### config.mk
export PLATFORM = sky130hd
export DESIGN_NAME = dilithium_input_framer
export DESIGN_NICKNAME = d
export VERILOG_FILES = /design/src/rtl/dilithium_io_pkg.sv /design/src/rtl/sync_fifo.sv /design/src/rtl/dilithium_input_framer.sv
export SDC_FILE = /design/constraint.sdc
export NUM_CORES = 1
export LEC_CHECK = 0
export BUFFER_PORTS_ARGS = -buffer_cell sky130_fd_sc_hd__buf_2
export CAP_MARGIN = 10
export CORE_UTILIZATION = 55
export CTS_CLUSTER_DIAMETER = 150
export CTS_CLUSTER_SIZE = 28
export DETAILED_ROUTE_END_ITERATION = 10
export PLACE_DENSITY = 0.76
export SETUP_SLACK_MARGIN = 0.15
export SYNTH_ARGS = -nofsm -noshare
export SYNTH_HDL_FRONTEND = slang
export SYNTH_SLANG_ARGS = --single-unit
export TNS_END_PERCENT = 5
### constraint.sdc
create_clock -name clk -period 2.9 [get_ports clk]
set_input_delay 0.58 -clock clk [delete_from_list [all_inputs] [get_ports clk]]
set_output_delay 0.58 -clock clk [all_outputs]
set_load 0.01 [all_outputs]
### src/rtl/dilithium_io_pkg.sv
// Shared types and constants for the Dilithium core's 64-bit input path.
package dilithium_io_pkg;

  localparam int WORD_W      = 64;
  localparam int COUNT_W_DEF = 16;

  typedef enum logic [1:0] {
    IDLE   = 2'd0,
    ACTIVE = 2'd1,
    DRAIN  = 2'd2
  } framer_state_t;

endpackage

### src/rtl/sync_fifo.sv
// DEPTH x 64-bit synchronous FIFO with flush; read data is the registered head entry.
module sync_fifo
  import dilithium_io_pkg::*;
#(
  parameter int DEPTH = 4
) (
  input  logic              clk,
  input  logic              rst_n,
  input  logic              flush,
  input  logic              push,
  input  logic [WORD_W-1:0] wr_data,
  input  logic              pop,
  output logic [WORD_W-1:0] rd_data,
  output logic              full,
  output logic              empty
);

  localparam int AW = $clog2(DEPTH);

  // Pointers carry one extra wrap bit so full and empty are distinguishable.
  logic [AW:0]       wr_ptr_q, rd_ptr_q;
  logic [WORD_W-1:0] mem_q [DEPTH];
  logic              do_push, do_pop;

  assign empty   = (wr_ptr_q == rd_ptr_q);
  assign full    = (wr_ptr_q[AW] != rd_ptr_q[AW]) &&
                   (wr_ptr_q[AW-1:0] == rd_ptr_q[AW-1:0]);
  assign do_push = push && !full;
  assign do_pop  = pop && !empty;
  assign rd_data = mem_q[rd_ptr_q[AW-1:0]];

  // NOTE: sequential state uses non-blocking assignments only; the storage
  // array is reset too so the head word reads as zero out of reset.
  always_ff @(posedge clk or negedge rst_n) begin
    if (!rst_n) begin
      wr_ptr_q <= '0;
      rd_ptr_q <= '0;
      for (int i = 0; i < DEPTH; i++) mem_q[i] <= '0;
    end else if (flush) begin
      wr_ptr_q <= '0;
      rd_ptr_q <= '0;
    end else begin
      if (do_push) begin
        mem_q[wr_ptr_q[AW-1:0]] <= wr_data;
        wr_ptr_q                <= wr_ptr_q + (AW+1)'(1);
      end
      if (do_pop) rd_ptr_q <= rd_ptr_q + (AW+1)'(1);
    end
  end

endmodule

### src/rtl/dilithium_input_framer.sv
// Frames the host word stream into start-bounded operations toward the core,
// buffering words in a small FIFO and flagging protocol errors.
module dilithium_input_framer
  import dilithium_io_pkg::*;
#(
  parameter int DEPTH   = 4,
  parameter int COUNT_W = COUNT_W_DEF
) (
  input  logic               clk,
  input  logic               rst,
  input  logic               start,
  input  logic               abort,
  input  logic               s_valid,
  output logic               s_ready,
  input  logic [WORD_W-1:0]  s_data,
  input  logic               s_last,
  output logic               valid_i,
  input  logic               ready_i,
  output logic [WORD_W-1:0]  data_i,
  output logic               frame_active,
  output logic               done,
  output logic [COUNT_W-1:0] word_count,
  output logic               err_start,
  output logic               err_stray
);

  framer_state_t      state_q, state_d;
  logic [COUNT_W-1:0] count_q, count_d;
  logic               err_start_q, err_start_d;
  logic               err_stray_q, err_stray_d;
  logic               fifo_full, fifo_empty;
  logic               push, pop;

  // Abort wins over any transfer in the same cycle.
  assign s_ready      = (state_q == ACTIVE) && !fifo_full;
  assign valid_i      = !fifo_empty;
  assign push         = s_valid && s_ready && !abort;
  assign pop          = valid_i && ready_i && !abort;
  assign frame_active = (state_q != IDLE);
  assign word_count   = count_q;
  assign err_start    = err_start_q;
  assign err_stray    = err_stray_q;

  sync_fifo #(.DEPTH(DEPTH)) u_fifo (
    .clk     (clk),
    .rst_n   (rst),
    .flush   (abort),
    .push    (push),
    .wr_data (s_data),
    .pop     (pop),
    .rd_data (data_i),
    .full    (fifo_full),
    .empty   (fifo_empty)
  );

  // NOTE: every signal written here gets a default first so no latch is inferred.
  always_comb begin
    state_d     = state_q;
    count_d     = count_q;
    done        = 1'b0;
    err_start_d = err_start_q | (start && (state_q != IDLE));
    err_stray_d = err_stray_q | (s_valid && (state_q == IDLE));

    if (abort) begin
      state_d = IDLE;
    end else begin
      unique case (state_q)
        IDLE: begin
          if (start) begin
            state_d = ACTIVE;
            count_d = '0;
          end
        end
        ACTIVE: begin
          if (push) begin
            if (count_q != '1) count_d = count_q + COUNT_W'(1);
            if (s_last) state_d = DRAIN;
          end
        end
        DRAIN: begin
          // An empty FIFO implies valid_i=0, so no pop can be in flight.
          if (fifo_empty) begin
            done    = 1'b1;
            state_d = IDLE;
          end
        end
        default: state_d = IDLE;
      endcase
    end
  end

  always_ff @(posedge clk or negedge rst) begin
    if (!rst) begin
      state_q     <= IDLE;
      count_q     <= '0;
      err_start_q <= 1'b0;
      err_stray_q <= 1'b0;
    end else begin
      state_q     <= state_d;
      count_q     <= count_d;
      err_start_q <= err_start_d;
      err_stray_q <= err_stray_d;
    end
  end

endmodule

==> flow_metrics.env, run 1 <==
export IMPL_outcome="finished with violations"
export IMPL_violations="DRC"
export IMPL_synth_cell_types=45
export IMPL_r2r_end="u_fifo.mem_q[186]"
export IMPL_cts_tree="built"
export IMPL_drtAntennaViolNets=0
export IMPL_cap_violations=0
export IMPL_initial_utilization_pct=56.5
export IMPL_synth_edf_count=0
export IMPL_max_clock_freq_mhz=368
export IMPL_grt_use_total_pct=21.9
export IMPL_wl_met1_mm=11.0
export IMPL_core_area_um2=22000
export IMPL_vias=7183
export IMPL_die_area_um2=23200
export IMPL_final_common_cell="dfrtp_1"
export IMPL_setup_violations=0
export IMPL_die_h_um=152
export IMPL_drt_initial_drc_count=318
export IMPL_p_sw_share_pct=26.5
export IMPL_met3_length_mm=1.20
export IMPL_gp_congestion=0.792
export IMPL_overflow=0
export IMPL_critPathSlowestCell="mux4_2"
export IMPL_layout_common_cells="280 x dfrtp_1, 229 x mux2_2, 155 x buf_2"
export IMPL_crit_type="flop to output pin"
export IMPL_critPathMaxStageDelay_ns=0.54
export IMPL_grt_pass1_wl_mm=40.7
export IMPL_irDropWorstVdd_v=0.000542
export IMPL_highest_layer="met5"
export IMPL_insertion_delay_ns=0.49
export IMPL_required_ns=2.32
export IMPL_finalCritPeriodShare_pct=93.6
export IMPL_nets=1005
export IMPL_relSlewSlack_pct=50.9
export IMPL_maxSlewViolCount=0
export IMPL_ys_ff_latch=282
export IMPL_clkTransAtPathRegs_ns=0.11
export IMPL_antenna_found_initial=3
export IMPL_synth_fp_nets=851
export IMPL_hold_ws_ns=0.00732
export IMPL_setup_tns_ns=0
export IMPL_tightestPinTransition_ns=0.736
export IMPL_yosysTopAreaCellShare_pct=56.8
export IMPL_ff2ff_path_depth=5
export IMPL_vias_per_cell=5.93
export IMPL_cts_max_level=1
export IMPL_port_buffers=156
export IMPL_clockRootBuffer="clkbuf_16"
export IMPL_yosys_area_top_type="dfrtp_1"
export IMPL_p_sw_mw=2.36
export IMPL_clockBufferDepth=3
export IMPL_finalHoldViolCount=0
export IMPL_synth_area_leaders="dfrtp_1 57%, mux2_2 21%, mux4_2 12%"
export IMPL_hold_class="input pin to asynchronous set/reset pin"
export IMPL_arrival_ns=2.13
export IMPL_start_kind="flop"
export IMPL_finClkSkew_ns=0.0274
export IMPL_postCtsHoldBufs=0
export IMPL_power_density_nw_per_um2=630
export IMPL_syn_to_final_growth_pct=13.9
export IMPL_ys_seq_area_share_pct=56.8
export IMPL_pwr_share_comb_pct=22.6
export IMPL_io_pin_count=157
export IMPL_synthArstFlopShare_pct=100
export IMPL_wl_per_cell_um=20.3
export IMPL_rsz0062_at_grt="true"
export IMPL_clock_sinks=282
export IMPL_detailed_place_hpwl_mm=15.4
export IMPL_nFillCells=1612
export IMPL_timing_final_crit_period_ns=2.71
export IMPL_syn_area_per_cell_um2=16.0
export IMPL_intPower_mw=6.54
export IMPL_post_place_ws_ns=0.459
export IMPL_drcViolationCount=14
export IMPL_reg2reg_slack_ns=0.58
export IMPL_syn_area_um2=12400
export IMPL_setup_slack_ns=0.185
export IMPL_grt_pass1_vias=7520
export IMPL_p_leak_nw=6.78
export IMPL_yosys_warnings=0
export IMPL_p_clk_share_pct=24.6
export IMPL_syn_inst=774
export IMPL_wl_met2_mm=12.0
export IMPL_rr_startpoint="u_fifo.rd_ptr_q[2]"
export IMPL_drive_gt1_share_pct=54.2
export IMPL_die_w_um=152
export IMPL_synth_main_ff_cell="dfrtp_1"
export IMPL_crit_path_max_fanout=33
export IMPL_crit_chain="bufbuf_16, mux4_2, buf_2"
export IMPL_wl_mm=24.5
export IMPL_critPathCaptureType="output pin"
export IMPL_sequentialPowerShare_pct=52.8
export IMPL_fp_row_count=54
export IMPL_cts_buffers_inserted=14
export IMPL_grt_max_degree=72
export IMPL_firstDrtPassIters=10
-- what timing repair did --
| item | in CTS | in global routing |
|---|---|---|
| endpoints found under the setup margin | 65 | 33 |
| setup buffers | 0 | 3 |
| gates cloned | 1 | 0 |
| resized for setup | 4 | 0 |
-- metrics by stage --
step	cells	power (mW)	utilization, %	area (µm²)
global placement	1188	6.70	62.1	13600
detailed placement	1188	6.76	62.1	13600
CTS	1207	9.00	64.3	14100
floorplan	774	5.98	-	12400
finish	1211	8.90	64.4	14100
global route	1211	9.33	64.4	14100
-- sequential cells by signal, summed over array words and instances, names as in the netlist --
register and cells:
err_start 1, u_fifo.wr_ptr_q 3, u_fifo.rd_ptr_q 3, err_stray 1, state_q 2, u_fifo.mem_q 256, word_count 16
-- kinds of logic after synthesis --
kind of cell,synth area share [%]
AOI/OAI and AO/OA,2.49
DFF,56.8
and+or+nand+nor,2.80
muxes,34.8
xor gates and xnor gates,0.494
buffers and inverters,1.94
adders and majority gates,0.605
-- cell type report --
| class | count | area, µm² | share of cell area [%] |
|---|---|---|---|
| sequential | 282 | 7060 | 50.0 |
| multi-input combinational | 444 | 5150 | 36.5 |
| timing repair buffer | 183 | 1140 | 8.08 |
| clock buffer | 17 | 383 | 2.71 |
| tap | 280 | 350 | 2.48 |
| clock inverter | 1 | 30.0 | 0.212 |
| inverter | 3 | 11.3 | 0.0797 |
| antenna | 1 | 2.50 | 0.0177 |
-- synthesized netlist by cell type (3+ instances only) --
| library cell | count |
|---|---|
| a21oi_1 | 6 |
| a31oi_1 | 5 |
| buf_1 | 5 |
| buf_2 | 24 |
| buf_4 | 6 |
| clkbuf_1 | 8 |
| dfrtp_1 | 282 |
| ha_1 | 6 |
| inv_1 | 3 |
| mux2_1 | 27 |
| mux2_2 | 229 |
| mux4_2 | 64 |
| nand2_1 | 14 |
| nand3_1 | 13 |
| nand3b_1 | 3 |
| nand4_1 | 6 |
| nor2_1 | 13 |
| nor3_1 | 4 |
| nor4b_1 | 3 |
| o21ai_0 | 10 |
| o21ai_1 | 6 |
| o31ai_1 | 7 |
| xnor2_1 | 3 |
| xor2_1 | 4 |
-- critical path: cells and delay by family (launching register included) --
family                 cells  cell delay (ns)
buffers and inverters      2             0.60
DFF                        1             0.50
muxes                      1             0.54
-- per-layer routing --
layer	track usage, %	up-vias
met3	3.75	26
met5	0	-
met2	36.3	153
li1	-	3190
met1	31.0	3810
met4	3.98	4
-- power by group through the flow --
stage / Combinational, mW / Clock [mW] / Sequential [mW]
6_report: 2.02 / 2.19 / 4.70
5_1_grt: 2.18 / 2.39 / 4.76
4_1_cts: 2.03 / 2.27 / 4.70
3_5_place_dp: 2.00 / 0 / 4.77
3_3_place_gp: 1.95 / 0 / 4.75
2_1_floorplan: 1.31 / 0 / 4.67
-- worst max-delay path by stage --
stage,start,to,slack (ns)
finish,u_fifo.rd_ptr_q[0],data_i[45],0.19
floorplan,u_fifo.rd_ptr_q[0],data_i[0],0.63
CTS,u_fifo.rd_ptr_q[0],data_i[57],0.15
global route,u_fifo.rd_ptr_q[0],data_i[41],0.08
detailed placement,abort,u_fifo.mem_q[254],0.46
global placement,abort,u_fifo.mem_q[202],0.47
No activity file was read; power rests on OpenSTA's default activity.
==> run 2, diff against run 1 <==
--- a/config.mk
+++ b/config.mk
@@ -5,6 +5,7 @@
 export SDC_FILE = /design/constraint.sdc
 export NUM_CORES = 1
 export LEC_CHECK = 0
+export ABC_AREA = 1
 export BUFFER_PORTS_ARGS = -buffer_cell sky130_fd_sc_hd__buf_2
 export CAP_MARGIN = 10
 export CORE_UTILIZATION = 55
@@ -13,7 +14,9 @@
 export DETAILED_ROUTE_END_ITERATION = 10
 export PLACE_DENSITY = 0.76
 export SETUP_SLACK_MARGIN = 0.15
+export SLEW_MARGIN = 25
 export SYNTH_ARGS = -nofsm -noshare
 export SYNTH_HDL_FRONTEND = slang
+export SYNTH_HIERARCHICAL = 1
 export SYNTH_SLANG_ARGS = --single-unit
 export TNS_END_PERCENT = 5
==> run 2 against run 1 <==
The run ends with hold timing left. Cell area is 4.6% higher. Register-to-register slack worse by 0.17 ns. Die area is 6.6% higher. Routed wire length is 39% higher. Sequential share of layout area is 2.2 points lower. Utilization is 1.6 points lower. Synthesized cell count is 120% higher. First-iteration DRC count grew to 3.2 times the previous value. Total power is 8.5% higher. Largest cell class unchanged.
==> flow_metrics.env, run 2 <==
export IMPL_synth_cell_types=32
export IMPL_grt_use_total_pct=28.4
export IMPL_dpl_cell_count=2114
export IMPL_drt_initial_drc_count=1022
export IMPL_hold_class="input pin to asynchronous set/reset pin"
export IMPL_yosysTopAreaCellShare_pct=53.3
export IMPL_cap_violations=0
export IMPL_finClkSkew_ns=0.0359
export IMPL_critPathCaptureType="output pin"
export IMPL_maxSlewViolCount=0
export IMPL_cts_buffers_inserted=14
export IMPL_gp_congestion=0.850
export IMPL_io_pin_count=157
export IMPL_max_clock_freq_mhz=373
export IMPL_die_area_um2=24700
export IMPL_finalCritPeriodShare_pct=92.3
export IMPL_insertion_delay_ns=0.50
export IMPL_largest_reg_flops=256
export IMPL_firstDrtPassIters=5
export IMPL_synth_area_leaders="dfrtp_1 53%, nand2_1 24%, o21ai_0 4.9%"
export IMPL_timing_final_crit_period_ns=2.68
export IMPL_die_w_um=157
export IMPL_final_common_cell="nand2_1"
export IMPL_synth_edf_count=0
export IMPL_design_area_um2=14800
export IMPL_outcome="finished with violations"
export IMPL_required_ns=2.32
export IMPL_hold_ws_ns=-0.00767
export IMPL_fp_row_count=56
export IMPL_core_area_um2=23500
export IMPL_regArea_um2=7060
export IMPL_syn_area_um2=13200
export IMPL_detailed_place_hpwl_mm=20.7
export IMPL_vias_per_cell=5.44
export IMPL_nFillCells=2115
export IMPL_irDropWorstVdd_v=0.000588
export IMPL_grt_pass1_wl_mm=56.1
export IMPL_dpl_cell_area_um2=14300
export IMPL_power_density_nw_per_um2=653
export IMPL_post_place_ws_ns=0.313
export IMPL_postCtsHoldBufs=0
export IMPL_ys_ff_latch=282
export IMPL_grt_pass1_vias=11000
export IMPL_arrival_ns=2.10
export IMPL_cts_max_level=1
export IMPL_yosys_area_top_type="dfrtp_1"
export IMPL_critPathMaxStageDelay_ns=0.57
export IMPL_multi_input_area_um2=5530
export IMPL_port_buffers=156
export IMPL_p_leak_nw=8.32
export IMPL_syn_inst=1701
export IMPL_path_buf_inv=3
export IMPL_cts_tree="built"
export IMPL_crit_chain="inv_2, buf_12, o21ai_0, o22ai_1, buf_2"
export IMPL_clkTransAtPathRegs_ns=0.11
export IMPL_worst_path_stages=5
export IMPL_vias=11600
export IMPL_setup_slack_ns=0.222
export IMPL_top_register="u_fifo/mem_q"
export IMPL_synthArstFlopShare_pct=100
export IMPL_violations="hold timing"
export IMPL_layout_common_cells="859 x nand2_1, 280 x dfrtp_1, 159 x nor2_1"
export IMPL_crit_family="buffers and inverters"
export IMPL_tightestPinTransition_ns=0.592
export IMPL_synth_most_common_cell="nand2_1"
export IMPL_initial_utilization_pct=56.3
export IMPL_clock_sinks=282
export IMPL_netlist_top_cells_count="859 x nand2_1, 282 x dfrtp_1, 159 x nor2_1, 131 x o21ai_0, 66 x clkbuf_1"
export IMPL_ff2ff_path_depth=11
export IMPL_ys_seq_area_share_pct=53.3
export IMPL_nets=1891
export IMPL_setup_tns_ns=0
export IMPL_drive_gt1_share_pct=12.9
export IMPL_crit_path_max_fanout=64
export IMPL_stdcell_count=2139
export IMPL_syn_to_final_growth_pct=11.6
export IMPL_relSlewSlack_pct=60.5
export IMPL_clockRootBuffer="clkbuf_16"
export IMPL_yosys_warnings=6
export IMPL_synth_main_ff_cell="dfrtp_1"
export IMPL_drtAntennaViolNets=0
export IMPL_setup_violations=0
export IMPL_drcViolationCount=0
export IMPL_clockBufferDepth=3
export IMPL_finalHoldViolCount=5
export IMPL_start_kind="flop"
export IMPL_overflow=0
export IMPL_synth_fp_nets=1778
export IMPL_syn_area_per_cell_um2=7.79
export IMPL_grt_max_degree=81
export IMPL_antenna_found_initial=6
export IMPL_wl_mm=34.2
export IMPL_rsz0062_at_grt="true"
export IMPL_die_h_um=157
export IMPL_crit_type="flop to output pin"
export IMPL_critPathSlowestCell="dfrtp_4"
export IMPL_wl_per_cell_um=16.0
run 2: cell types whose count changed in the layout (fill, tap and decap cells not counted), moves of 63 or more:
| cell | delta |
|---|---|
| mux2_2 | -229 |
| nand2_1 | +848 |
| o21ai_0 | +121 |
| nor2_1 | +146 |
| mux4_2 | -64 |
| o22ai_1 | +63 |
run 2: worst reg2reg max path: stages, from the launching register on:
cell and delay, ns:
dfrtp_4 0.57, nand2_1 0.09, nand2_1 0.08, nand3_2 0.08, inv_1 0.05, inv_1 0.04, nand4_1 0.11, inv_1 0.37
nand4_4 0.48, buf_12 0.35, nand2_1 0.09, nand2_1 0.05
run 2: worst paths after layout:
| path | start | to | slack, ns |
|---|---|---|---|
| min | rst | word_count[13] | -0.008 |
| min in group clk | s_data[58] | u_fifo/mem_q[58] | 0.31 |
| max | u_fifo/rd_ptr_q[1] | data_i[1] | 0.22 |
| min reg2reg | err_stray | err_stray | 0.47 |
| max in group asynchronous | rst | u_fifo/mem_q[98] | 2.20 |
| max reg2reg | u_fifo/rd_ptr_q[1] | u_fifo/mem_q[152] | 0.41 |
run 2: power breakdown:
part           switching, mW  leakage (nW)  internal, mW  total [mW]
sequential             0.380          3.81          4.62        5.00
clock                   1.26         0.197         0.959        2.22
combinational           1.47          4.30         0.968        2.43
run 2: cell families after synthesis:
family | synth area share (%)
buffers and inverters | 5.28
DFF | 53.3
AOI/OAI and AO/OA | 8.51
and+or+nand+nor | 31.9
adders and majority gates | 0.567
xor gates and xnor gates | 0.463
run 2: cell type report:
class / count / share of cell area (%)
clock inverters: 1 / 0.203
well taps: 319 / 2.70
clock buffers: 16 / 2.56
repair buffers: 193 / 8.31
inverters: 36 / 0.922
multi-input cells: 1287 / 37.4
flip-flops and latches: 282 / 47.8
diodes: 5 / 0.0846
run 2: stage by stage:
stage          power, mW  hold WS (ns)  utilization (%)
2_1_floorplan       6.49         0.284                -
3_3_place_gp        7.43         0.438             60.8
3_5_place_dp        7.50         0.448             60.8
4_1_cts             9.71      0.000366             62.6
5_1_grt             10.2        0.0132             62.8
6_report            9.66      -0.00767             62.8
run 2: metal layers:
metal / vias up / GRT usage, % / share of wire [%]
met3: 45 / 3.50 / 8.0
li1: 5565 / - / -
met2: 471 / 45.3 / 47
met1: 5560 / 41.1 / 44
met5: - / 0 / 0.038
met4: 2 / 7.77 / 1.8
run 2: repair_timing:
action | in CTS | in global routing
endpoints found under the setup margin | 11 | 146
resized for setup | 2 | 3
pin swaps | 0 | 1
hold endpoints to repair | 0 | 0
setup buffers | 0 | 3
